<file path="config.mk">
export PLATFORM = sky130hd
export DESIGN_NAME = prm_sequencer_flat
export DESIGN_NICKNAME = d
export VERILOG_FILES = /design/src/rtl/prm_sequencer_pkg.sv /design/src/rtl/prm_sequencer_if.sv /design/src/rtl/prm_seq_timeout.sv /design/src/rtl/prm_sequencer.sv /design/src/flat_wrapper.sv
export SDC_FILE = /design/constraint.sdc
export NUM_CORES = 1
export LEC_CHECK = 0
export BUFFER_PORTS_ARGS = -buffer_cell sky130_fd_sc_hd__buf_2
export CELL_PAD_IN_SITES_DETAIL_PLACEMENT = 1
export CELL_PAD_IN_SITES_GLOBAL_PLACEMENT = 1
export CORE_MARGIN = 2
export CORE_UTILIZATION = 44
export DETAILED_ROUTE_END_ITERATION = 6
export GPL_TIMING_DRIVEN = 0
export PLACE_DENSITY_LB_ADDON = 0.1
export SYNTH_ARGS = -nofsm -noshare
export SYNTH_HDL_FRONTEND = slang
export SYNTH_SLANG_ARGS = --single-unit
</file>
<file path="constraint.sdc">
create_clock -name clk -period 3.3 [get_ports clk]
set_input_delay 0.33 -clock clk [delete_from_list [all_inputs] [get_ports clk]]
set_output_delay 0.33 -clock clk [all_outputs]
set_load 0.02 [all_outputs]
</file>
<file path="src/rtl/prm_sequencer_pkg.sv">
// Shared definitions for prm_sequencer: router select codes, opcodes and FSM state encodings.
package prm_sequencer_pkg;

  typedef enum logic [1:0] {
    PRM_NONE    = 2'd0,
    PRM_ADR     = 2'd1,
    PRM_JMP     = 2'd2,
    PRM_ADD_SUB = 2'd3
  } prm_sel_e;

  localparam logic [3:0] OP_NOP = 4'd0;
  localparam logic [3:0] OP_LDA = 4'd1;
  localparam logic [3:0] OP_STA = 4'd2;
  localparam logic [3:0] OP_ADD = 4'd3;
  localparam logic [3:0] OP_SUB = 4'd4;
  localparam logic [3:0] OP_JMP = 4'd5;
  localparam logic [3:0] OP_JZ  = 4'd6;
  localparam logic [3:0] OP_HLT = 4'd15;

  // S_STEP is only reachable in the single-step build: it parks the FSM until a step edge.
  typedef enum logic [2:0] {
    S_IDLE   = 3'd0,
    S_FETCH  = 3'd1,
    S_DECODE = 3'd2,
    S_EXEC   = 3'd3,
    S_MEM    = 3'd4,
    S_HALT   = 3'd5,
    S_STEP   = 3'd6
  } state_e;

  function automatic prm_sel_e op_to_sel(input logic [3:0] op);
    case (op)
      OP_LDA, OP_STA: return PRM_ADR;
      OP_ADD, OP_SUB: return PRM_ADD_SUB;
      OP_JMP, OP_JZ:  return PRM_JMP;
      default:        return PRM_NONE;
    endcase
  endfunction

endpackage

</file>
<file path="src/rtl/prm_sequencer_if.sv">
// Sequencer-side bus: instruction fetch, parameter-router drive, ALU/accumulator strobes and data-memory handshake.
interface prm_sequencer_if #(parameter int PC_W = 4);
  logic [PC_W-1:0] pc;
  logic            imem_rd;
  logic [7:0]      instr;
  logic [1:0]      prm_select;
  logic [3:0]      prm_param;
  logic            acc_we;
  logic            alu_en;
  logic            alu_sub;
  logic            zero_flag;
  logic            mem_req;
  logic            mem_we;
  logic            mem_ack;
  logic            jmp_load;

  modport master (
    output pc, imem_rd, prm_select, prm_param, acc_we, alu_en, alu_sub,
           mem_req, mem_we, jmp_load,
    input  instr, zero_flag, mem_ack
  );

  modport slave (
    input  pc, imem_rd, prm_select, prm_param, acc_we, alu_en, alu_sub,
           mem_req, mem_we, jmp_load,
    output instr, zero_flag, mem_ack
  );
endinterface

</file>
<file path="src/rtl/prm_seq_timeout.sv">
// Data-memory ack watchdog: counts un-acked wait cycles and flags expiry on the ACK_TO-th one.
module prm_seq_timeout #(
  parameter int ACK_TO = 8
) (
  input  logic clk,
  input  logic rst_n,
  input  logic clear,
  input  logic tick,
  output logic expire
);

  logic [7:0] cnt_q, cnt_d;

  // NOTE: every always_comb output gets a default first, so no path leaves it unassigned and no latch is inferred.
  always_comb begin
    cnt_d = cnt_q;
    if (clear)     cnt_d = '0;
    else if (tick) cnt_d = cnt_q + 8'd1;
  end

  // Expiry is the cycle on which the count would reach ACK_TO; an ack that same cycle raises clear and wins.
  assign expire = tick && !clear && (cnt_q == 8'(ACK_TO - 1));

  // NOTE: sequential state uses non-blocking assignments so all flops update together at the edge.
  always_ff @(posedge clk or negedge rst_n) begin
    if (!rst_n) cnt_q <= '0;
    else        cnt_q <= cnt_d;
  end

endmodule

</file>
<file path="src/rtl/prm_sequencer.sv">
// Fetch/decode/execute controller driving the parameter router, ALU, data memory and PC.
// Optional single-step fetch gating is enabled with `define PRM_SEQ_SINGLE_STEP_EN.
module prm_sequencer
  import prm_sequencer_pkg::*;
#(
  parameter int PC_W   = 4,
  parameter int ACK_TO = 8
) (
  input  logic clk,
  input  logic rst_n,
  input  logic start,
`ifdef PRM_SEQ_SINGLE_STEP_EN
  input  logic step,
`endif
  prm_sequencer_if.master bus,
  output logic busy,
  output logic halted,
  output logic err
);

  state_e          state_q, state_d;
  logic [PC_W-1:0] pc_q, pc_d;
  logic [7:0]      ir_q, ir_d;
  logic            err_q, err_d;
  logic            by_to_q, by_to_d;
  logic            start_q;
  logic            start_rise;
  logic            in_mem;
  logic            ack_expire;
  logic [3:0]      op, prm;
  logic [PC_W-1:0] pc_inc, jmp_tgt;
  prm_sel_e        exec_sel;

  assign op         = ir_q[7:4];
  assign prm        = ir_q[3:0];
  assign pc_inc     = pc_q + PC_W'(1);
  assign jmp_tgt    = PC_W'(prm);
  assign exec_sel   = op_to_sel(op);
  assign in_mem     = (state_q == S_MEM);
  assign start_rise = start && !start_q;

`ifdef PRM_SEQ_SINGLE_STEP_EN
  localparam state_e FETCH_ENTRY = S_STEP;
  logic step_q;
  logic step_rise;
  assign step_rise = step && !step_q;

  always_ff @(posedge clk or negedge rst_n) begin
    if (!rst_n) step_q <= 1'b0;
    else        step_q <= step;
  end
`else
  localparam state_e FETCH_ENTRY = S_FETCH;
`endif

  prm_seq_timeout #(.ACK_TO(ACK_TO)) u_timeout (
    .clk    (clk),
    .rst_n  (rst_n),
    .clear  (!in_mem || bus.mem_ack),
    .tick   (in_mem),
    .expire (ack_expire)
  );

  always_comb begin
    state_d = state_q;
    pc_d    = pc_q;
    ir_d    = ir_q;
    err_d   = err_q;
    by_to_d = by_to_q;
    case (state_q)
      S_IDLE:   if (start) state_d = FETCH_ENTRY;
      S_FETCH:  state_d = S_DECODE;
      S_DECODE: begin
        ir_d    = bus.instr;
        state_d = S_EXEC;
      end
      S_EXEC: begin
        state_d = FETCH_ENTRY;
        pc_d    = pc_inc;
        case (op)
          OP_LDA, OP_STA: begin
            state_d = S_MEM;
            pc_d    = pc_q;
          end
          OP_HLT: begin
            state_d = S_HALT;
            pc_d    = pc_q;
            by_to_d = 1'b0;
          end
          OP_JMP: pc_d = jmp_tgt;
          OP_JZ:  if (bus.zero_flag) pc_d = jmp_tgt;
          default: ;
        endcase
      end
      S_MEM: begin
        if (bus.mem_ack) begin
          pc_d    = pc_inc;
          state_d = FETCH_ENTRY;
        end else if (ack_expire) begin
          err_d   = 1'b1;
          by_to_d = 1'b1;
          state_d = S_HALT;
        end
      end
      // A timeout halt resumes past the failed access; an HLT halt refetches the same slot.
      S_HALT: begin
        if (start_rise) begin
          state_d = FETCH_ENTRY;
          err_d   = 1'b0;
          if (by_to_q) pc_d = pc_inc;
        end
      end
`ifdef PRM_SEQ_SINGLE_STEP_EN
      S_STEP:  if (step_rise) state_d = S_FETCH;
`endif
      default: state_d = S_IDLE;
    endcase
  end

  always_ff @(posedge clk or negedge rst_n) begin
    if (!rst_n) begin
      state_q <= S_IDLE;
      pc_q    <= '0;
      ir_q    <= '0;
      err_q   <= 1'b0;
      by_to_q <= 1'b0;
      start_q <= 1'b0;
    end else begin
      state_q <= state_d;
      pc_q    <= pc_d;
      ir_q    <= ir_d;
      err_q   <= err_d;
      by_to_q <= by_to_d;
      start_q <= start;
    end
  end

  // Outputs decode from the state flop, so an async reset clears them at once;
  // only jmp_load (zero_flag) and the load acc_we (mem_ack) look at same-cycle inputs.
  always_comb begin
    bus.imem_rd    = 1'b0;
    bus.prm_select = PRM_NONE;
    bus.prm_param  = 4'd0;
    bus.acc_we     = 1'b0;
    bus.alu_en     = 1'b0;
    bus.alu_sub    = 1'b0;
    bus.mem_req    = 1'b0;
    bus.mem_we     = 1'b0;
    bus.jmp_load   = 1'b0;
    case (state_q)
      S_FETCH: bus.imem_rd = 1'b1;
      S_EXEC: begin
        bus.prm_select = exec_sel;
        if (exec_sel != PRM_NONE) bus.prm_param = prm;
        bus.alu_en   = (op == OP_ADD) || (op == OP_SUB);
        bus.acc_we   = (op == OP_ADD) || (op == OP_SUB);
        bus.alu_sub  = (op == OP_SUB);
        bus.jmp_load = (op == OP_JMP) || ((op == OP_JZ) && bus.zero_flag);
      end
      S_MEM: begin
        bus.mem_req    = 1'b1;
        bus.mem_we     = (op == OP_STA);
        bus.prm_select = PRM_ADR;
        bus.prm_param  = prm;
        bus.acc_we     = bus.mem_ack && (op == OP_LDA);
      end
      default: ;
    endcase
  end

  assign bus.pc = pc_q;
  assign busy   = (state_q != S_IDLE) && (state_q != S_HALT);
  assign halted = (state_q == S_HALT);
  assign err    = err_q;

endmodule

</file>
<file path="src/flat_wrapper.sv">
// flat-port wrapper written by rule: the top's interface ports become plain ports
module prm_sequencer_flat import prm_sequencer_pkg::*;
#(
  parameter int PC_W   = 4,
  parameter int ACK_TO = 8
)
  (clk, rst_n, start, busy, halted, err, bus_pc, bus_imem_rd, bus_prm_select, bus_prm_param, bus_acc_we, bus_alu_en, bus_alu_sub, bus_mem_req, bus_mem_we, bus_jmp_load, bus_instr, bus_zero_flag, bus_mem_ack);
  prm_sequencer_if #(.PC_W(PC_W)) bus_i ();
  input  logic clk;
  input  logic rst_n;
  input  logic start;
  output logic busy;
  output logic halted;
  output logic err;
  output wire logic [$bits(bus_i.pc)-1:0] bus_pc;
  output wire logic [$bits(bus_i.imem_rd)-1:0] bus_imem_rd;
  output wire logic [$bits(bus_i.prm_select)-1:0] bus_prm_select;
  output wire logic [$bits(bus_i.prm_param)-1:0] bus_prm_param;
  output wire logic [$bits(bus_i.acc_we)-1:0] bus_acc_we;
  output wire logic [$bits(bus_i.alu_en)-1:0] bus_alu_en;
  output wire logic [$bits(bus_i.alu_sub)-1:0] bus_alu_sub;
  output wire logic [$bits(bus_i.mem_req)-1:0] bus_mem_req;
  output wire logic [$bits(bus_i.mem_we)-1:0] bus_mem_we;
  output wire logic [$bits(bus_i.jmp_load)-1:0] bus_jmp_load;
  input wire logic [$bits(bus_i.instr)-1:0] bus_instr;
  input wire logic [$bits(bus_i.zero_flag)-1:0] bus_zero_flag;
  input wire logic [$bits(bus_i.mem_ack)-1:0] bus_mem_ack;
  assign bus_pc = bus_i.pc;
  assign bus_imem_rd = bus_i.imem_rd;
  assign bus_prm_select = bus_i.prm_select;
  assign bus_prm_param = bus_i.prm_param;
  assign bus_acc_we = bus_i.acc_we;
  assign bus_alu_en = bus_i.alu_en;
  assign bus_alu_sub = bus_i.alu_sub;
  assign bus_mem_req = bus_i.mem_req;
  assign bus_mem_we = bus_i.mem_we;
  assign bus_jmp_load = bus_i.jmp_load;
  assign bus_i.instr = bus_instr;
  assign bus_i.zero_flag = bus_zero_flag;
  assign bus_i.mem_ack = bus_mem_ack;
  prm_sequencer #(.PC_W(PC_W), .ACK_TO(ACK_TO)) u_core (.clk(clk), .rst_n(rst_n), .start(start), .bus(bus_i), .busy(busy), .halted(halted), .err(err));
endmodule
</file>
# [Word-level counts from Yosys, hierarchy flattened]
# Index checks and enable logic that the tools add are counted.
# Widths: inputs -> output; s select.
[totals] output_inout_bits=20 reg_bits=26 word_cells=90
[classes] addsub=2 n_mux=31 n_reduce_logical=27 n_eq_ne=23
[ops] op="$pmux 4 s3" count=2
[ops] op="$mux 4" count=5
[ops] op="$pmux 3 s6" count=1
[ops] op="$mux 8" count=2
[ops] op="$eq 4x3->1 const B" count=3
[ops] op="$mux 3" count=4
[ops] op="$ne 2x2->1 const B" count=6
[ops] op="$mux 1" count=10
[ops] op="$add 8x1->8 const B" count=1
[ops] op="$eq 4x2->1 const B" count=2
[ops] op="$eq 8x3->1 const B" count=1
[ops] op="$pmux 4 s2" count=1
[ops] op="$reduce_and 4->1" count=2
[ops] op="$reduce_bool 2->1" count=4
[ops] op="$eq 3x2->1 const B" count=2
[ops] op="$eq 3x3->1 const B" count=2
[ops] op="$logic_and 1x1->1" count=6
[ops] op="$ne 3x3->1 const B" count=2
[ops] op="$pmux 1 s2" count=3
[ops] op="$pmux 2 s3" count=1
[ops] op="$pmux 3 s2" count=1
[ops] op="$reduce_bool 3->1" count=2
[ops] op="$reduce_or 2->1" count=3
[ops] op="$reduce_and 5->1" count=1
[ops] op="other kinds (11)" count=16

# [Depth between registers and ports, before layout]
[logic_depth] ltp_word=9 mapped_depth=6 mapped_depth_nobuf=5

# [Hierarchy]
# From an unflattened synthesis, not the netlist that was laid out.
[unflattened] cells_unflattened=152 hier_area_um2=1581.5
[modules_own_cells] module="prm_sequencer" cells_per_inst=110 area_per_inst_um2=1158.6 n_inst=1 seq_area_each_um2=450.4
[modules_own_cells] module="prm_seq_timeout" cells_per_inst=42 area_per_inst_um2=422.9 n_inst=1 seq_area_each_um2=200.2

# [Worst setup path before layout]
# OpenSTA, ideal clock, no wires.
[synth_path] path_kind="reg-to-output" start="register u_core.ir_q[5]" end="output bus_acc_we" path_buffers=1 path_stages_with_launch=6 required_time_ns=2.970 setup_slack_ns=1.156 arrival_ns=1.814 cell_sequence="dfrtp_1 -> clkbuf_1 -> nand2_1 -> or2_2 -> a21boi_0 -> a41o_1"
[synth_between] elab_chain_len=3
[synth_rtl] item="start, declared" line_no="prm_sequencer.sv:23" rtl="logic [7:0] ir_q, ir_d;"
[synth_rtl] item="start signal, assigned" line_no="prm_sequencer.sv:131" rtl="ir_q <= ir_d;"
[synth_rtl] item="$eq 4x1->1 (tied with other cells)" line_no="prm_sequencer.sv:165" rtl="bus.acc_we = bus.mem_ack && (op == OP_LDA);"
[synth_rtl] item="$logic_and 1x1->1 or $logic_or 1x1->1 (tied branches)" line_no="prm_sequencer.sv:165, prm_sequencer.sv:156"
[synth_rtl] item="$pmux 1 s2 (*)" line_no="prm_sequencer.sv:150" rtl="case (state_q)"
[synth_rtl] item="end, declared" line_no="flat_wrapper.sv:19" rtl="output wire logic [$bits(bus_i.acc_we)-1:0] bus_acc_we;"
# Mark *: on every way between the ends. The rest lies on a longest branch, timed or not.

# [Worst setup path in the final report]
[layout_path] start="register u_core.ir_q[5]" end="output bus_prm_param[0]"
[layout_between] elab_chain_len=6
[layout_rtl] item="$eq 4x3->1 (tied with other cells)" line_no="prm_sequencer_pkg.sv:32" rtl="case (op)"
[layout_rtl] item="$reduce_or 2->1, on equally long branches"
[layout_rtl] item="$pmux 2 s3 (*)" line_no="prm_sequencer_pkg.sv:32"
[layout_rtl] item="$reduce_bool 2->1 (*)" line_no="prm_sequencer.sv:154" rtl="if (exec_sel != PRM_NONE) bus.prm_param = prm;"
[layout_rtl] item="$mux 4 (*)" line_no="prm_sequencer.sv:154"
[layout_rtl] item="$pmux 4 s2 (*)" line_no="prm_sequencer.sv:150"
[layout_rtl] item="end, declared" line_no="flat_wrapper.sv:18" rtl="output wire logic [$bits(bus_i.prm_param)-1:0] bus_prm_param;"
# Marks and branches as above.

==> flow_summary.json <==
{
  "grt_max_degree": 27,
  "stdcell_area_um2": 1740,
  "clock_skew_ps": 1.81,
  "ir_drop_uv": 453,
  "p_leak_nw": 0.812,
  "vias": 1224,
  "timing.final.ws_setup_ps": 855,
  "clock_path_buffers": 2,
  "crit_arrival_ps": 2120,
  "fp.coreArea_um2": 3100,
  "firstDrtPassIters": 4,
  "synth_cells": 142,
  "synth.avg_cell_area_um2": 10.3,
  "clkLatencyLatePin_ps": 330,
  "relSlewSlack": 0.561,
  "grt_use_total": 0.205,
  "fmax_ghz": 0.409,
  "place.gp.congestion": 0.782,
  "status": "finished clean",
  "hp-class": "input pin to register",
  "rr_startpoint": "u_core.ir_q[4]$_DFFE_PN0N_",
  "slowest_delay_ps": 440,
  "finalSetupTns_ps": 0,
  "post_cts_buffers": 0,
  "worstSetupPathType": "register to output pin",
  "drc": 0,
  "antenna_found_initial": 0,
  "max-cap-violations": 0,
  "path_cells": "clkbuf_1 -> or3_1 -> a31oi_1 -> nor2b_1 -> buf_2",
  "pre_cts_ws_ps": 1260,
  "grt_pass1_wl_mm": 5.75,
  "ioPinCount": 33,
  "fillCellCount": 395,
  "wl_mm": 3.49,
  "final_nets": 195,
  "ant_nets": 0,
  "drive_gt1_frac": 0.313,
  "end_kind": "output pin",
  "required_ps": 2970,
  "netlist_top_cells_area": "dfrtp_1 (45%), mux2_2 (6.9%), nor2b_1 (3.4%)",
  "die_h_um": 61.6,
  "hold_violations": 0,
  "clkSlewWorstSetupHoldPaths_ps": 140,
  "drt_iter0_markers": 37,
  "final_common_cell": "buf_2",
  "cp_max_fo": 10,
  "dieArea_um2": 3790,
  "reg2reg_to": "u_core.bus.pc[1]$_DFFE_PN0P_",
  "rsz0062_at_grt": "false",
  "first_global_vias": 1288,
  "slew_violations": 0,
  "syn_nets": 157,
  "finalSetupViolations": 0,
  "cts_htree_levels": 1,
  "diodes": 0,
  "rows": 20,
  "worst_pin_slew_ps": 656,
  "most-common-layout-cells": "buf_2 (34), dfrtp_1 (26), nor2_1 (12), nand2_1 (9), mux2_2 (9)",
  "crit_slowest_cell": "dfrtp_1",
  "grt_overflow": 0,
  "dpl.hpwl_mm": 2.64,
  "yosys.area.top_type": "dfrtp_1",
  "wl_per_cell_um": 15.6,
  "synth_warnings": 0,
  "via_per_inst": 5.49,
  "cts.sinks": 26,
  "r2r_setup_slack_ps": 1350,
  "cts_tree": "done",
  "place_area_um2": 1670,
  "crit_end": "bus_prm_param[0]",
  "cts_root_buffer": "clkbuf_4",
  "setup.worst_path.start": "u_core.ir_q[5]$_DFFE_PN0N_",
  "yosysUniqueCellTypes": 45,
  "flow.area_growth_from_synthesis_pct": 19.0,
  "portBuffers": 32,
  "seq_area_frac_synth": 0.446,
  "start_util": 0.470,
  "start_kind": "register",
  "post_cts_resize_count": 0,
  "chipWidth_um": 61.6,
  "yosysTopAreaCellShare": 0.446,
  "post-route-period-util": 0.741,
  "fin_crit_ps": 2450,
  "powerDensity_nw_per_um2": 862,
  "numCtsBuffers": 3,
  "synthesis.area_um2": 1460,
  "synth-seq-cells": 26,
  "worstRegToRegCells": 4
}
Yosys cell counts:
cell,n
nand3_1,6
and3_2,1
xor2_1,4
nand3b_1,3
nand2_1,9
ha_1,2
a31oi_1,4
a21o_1,1
or4_1,1
nor2b_1,8
or2_2,2
and3b_1,2
o211ai_1,2
a21oi_1,2
mux2_4,1
and2_1,1
dfrtp_1,26
nor2_1,12
or3_1,2
o21ai_0,1
nor4bb_1,1
or4b_1,2
nand4_1,1
nor3b_2,2
a41o_1,1
nand2b_1,6
inv_1,2
and2_4,1
buf_2,2
a311o_1,1
a221o_1,1
nor3_1,2
a211oi_2,1
a22oi_1,2
xnor2_1,2
a31o_2,1
a31o_1,1
o22a_1,1
mux2_2,9
a2111o_1,1
mux2i_1,2
and4b_1,1
clkbuf_1,5
and3_1,2
a21boi_0,2
repair_timing:
action                                  CTS  global route
endpoints found under the setup margin    0             0
hold buffers                              1             0
endpoints found under the hold margin    26             0
routing by layer:
layer	wire length (µm)	vias to the layer above	global-route usage
met2	1770	24	0.361
li1	-	582	-
met1	1580	613	0.249
met5	0	-	0
met3	91	5	0.0315
met4	41	0	0.0851
critical path, delay by kind of cell, from the launching register on:
kind / cells / cell delay, ps
buf+inv: 2 / 400
simple gates: 2 / 540
flops: 1 / 440
compound gates: 1 / 400
cell families after synthesis:
kind of cell    Yosys count  synth area share
simple gates             65             0.264
flops                    26             0.446
compound gates           22             0.118
mux                      12            0.0935
buf+inv                   9            0.0249
xor+xnor                  6            0.0360
fa+ha+maj                 2            0.0171
flip-flops by register name, indices dropped and copies added (netlist names):
| register | count |
|---|---|
| u_core.bus.pc | 4 |
| u_core.by_to_q | 1 |
| u_core.u_timeout.cnt_q | 8 |
| u_core.state_q | 3 |
| u_core.err | 1 |
| u_core.start_q | 1 |
| u_core.ir_q | 8 |
worst min-delay path by stage:
stage,startpoint,to,cells after the start
after floorplan,rst_n,u_core.bus.pc[0]$_DFFE_PN0P_,0
after global placement,rst_n,u_core.err$_DFFE_PN0P_,1
after detailed placement,rst_n,u_core.err$_DFFE_PN0P_,1
after CTS,start,u_core.start_q$_DFF_PN0_,1
after global routing,start,u_core.start_q$_DFF_PN0_,1
final,start,u_core.start_q$_DFF_PN0_,1
metrics by stage:
stage | utilization | cells | hold WS (ps) | total power, W
floorplan | - | 142 | 34.4 | 0.00106
CTS | 0.560 | 223 | 113 | 0.00151
global placement | 0.540 | 218 | 355 | 0.00124
finish | 0.560 | 223 | 122 | 0.00150
global route | 0.560 | 223 | 104 | 0.00161
detailed placement | 0.540 | 218 | 371 | 0.00128
final cells by class:
cell class,instances,area (µm²),area share
multi-input combinational,107,772,0.445
clock inverter,1,30.0,0.0173
tap,44,55.1,0.0317
timing repair buffer,33,170,0.0980
buffer,7,28.8,0.0166
clock buffer,3,22.5,0.0130
sequential,26,651,0.375
inverter,2,7.51,0.00432
power by group:
group,switching (W),internal (W)
Clock,0.0000984,0.000123
Combinational,0.000432,0.000335
Sequential,0.0000943,0.000415
Total,0.000624,0.000873
No activity file was read; power rests on OpenSTA's default activity.
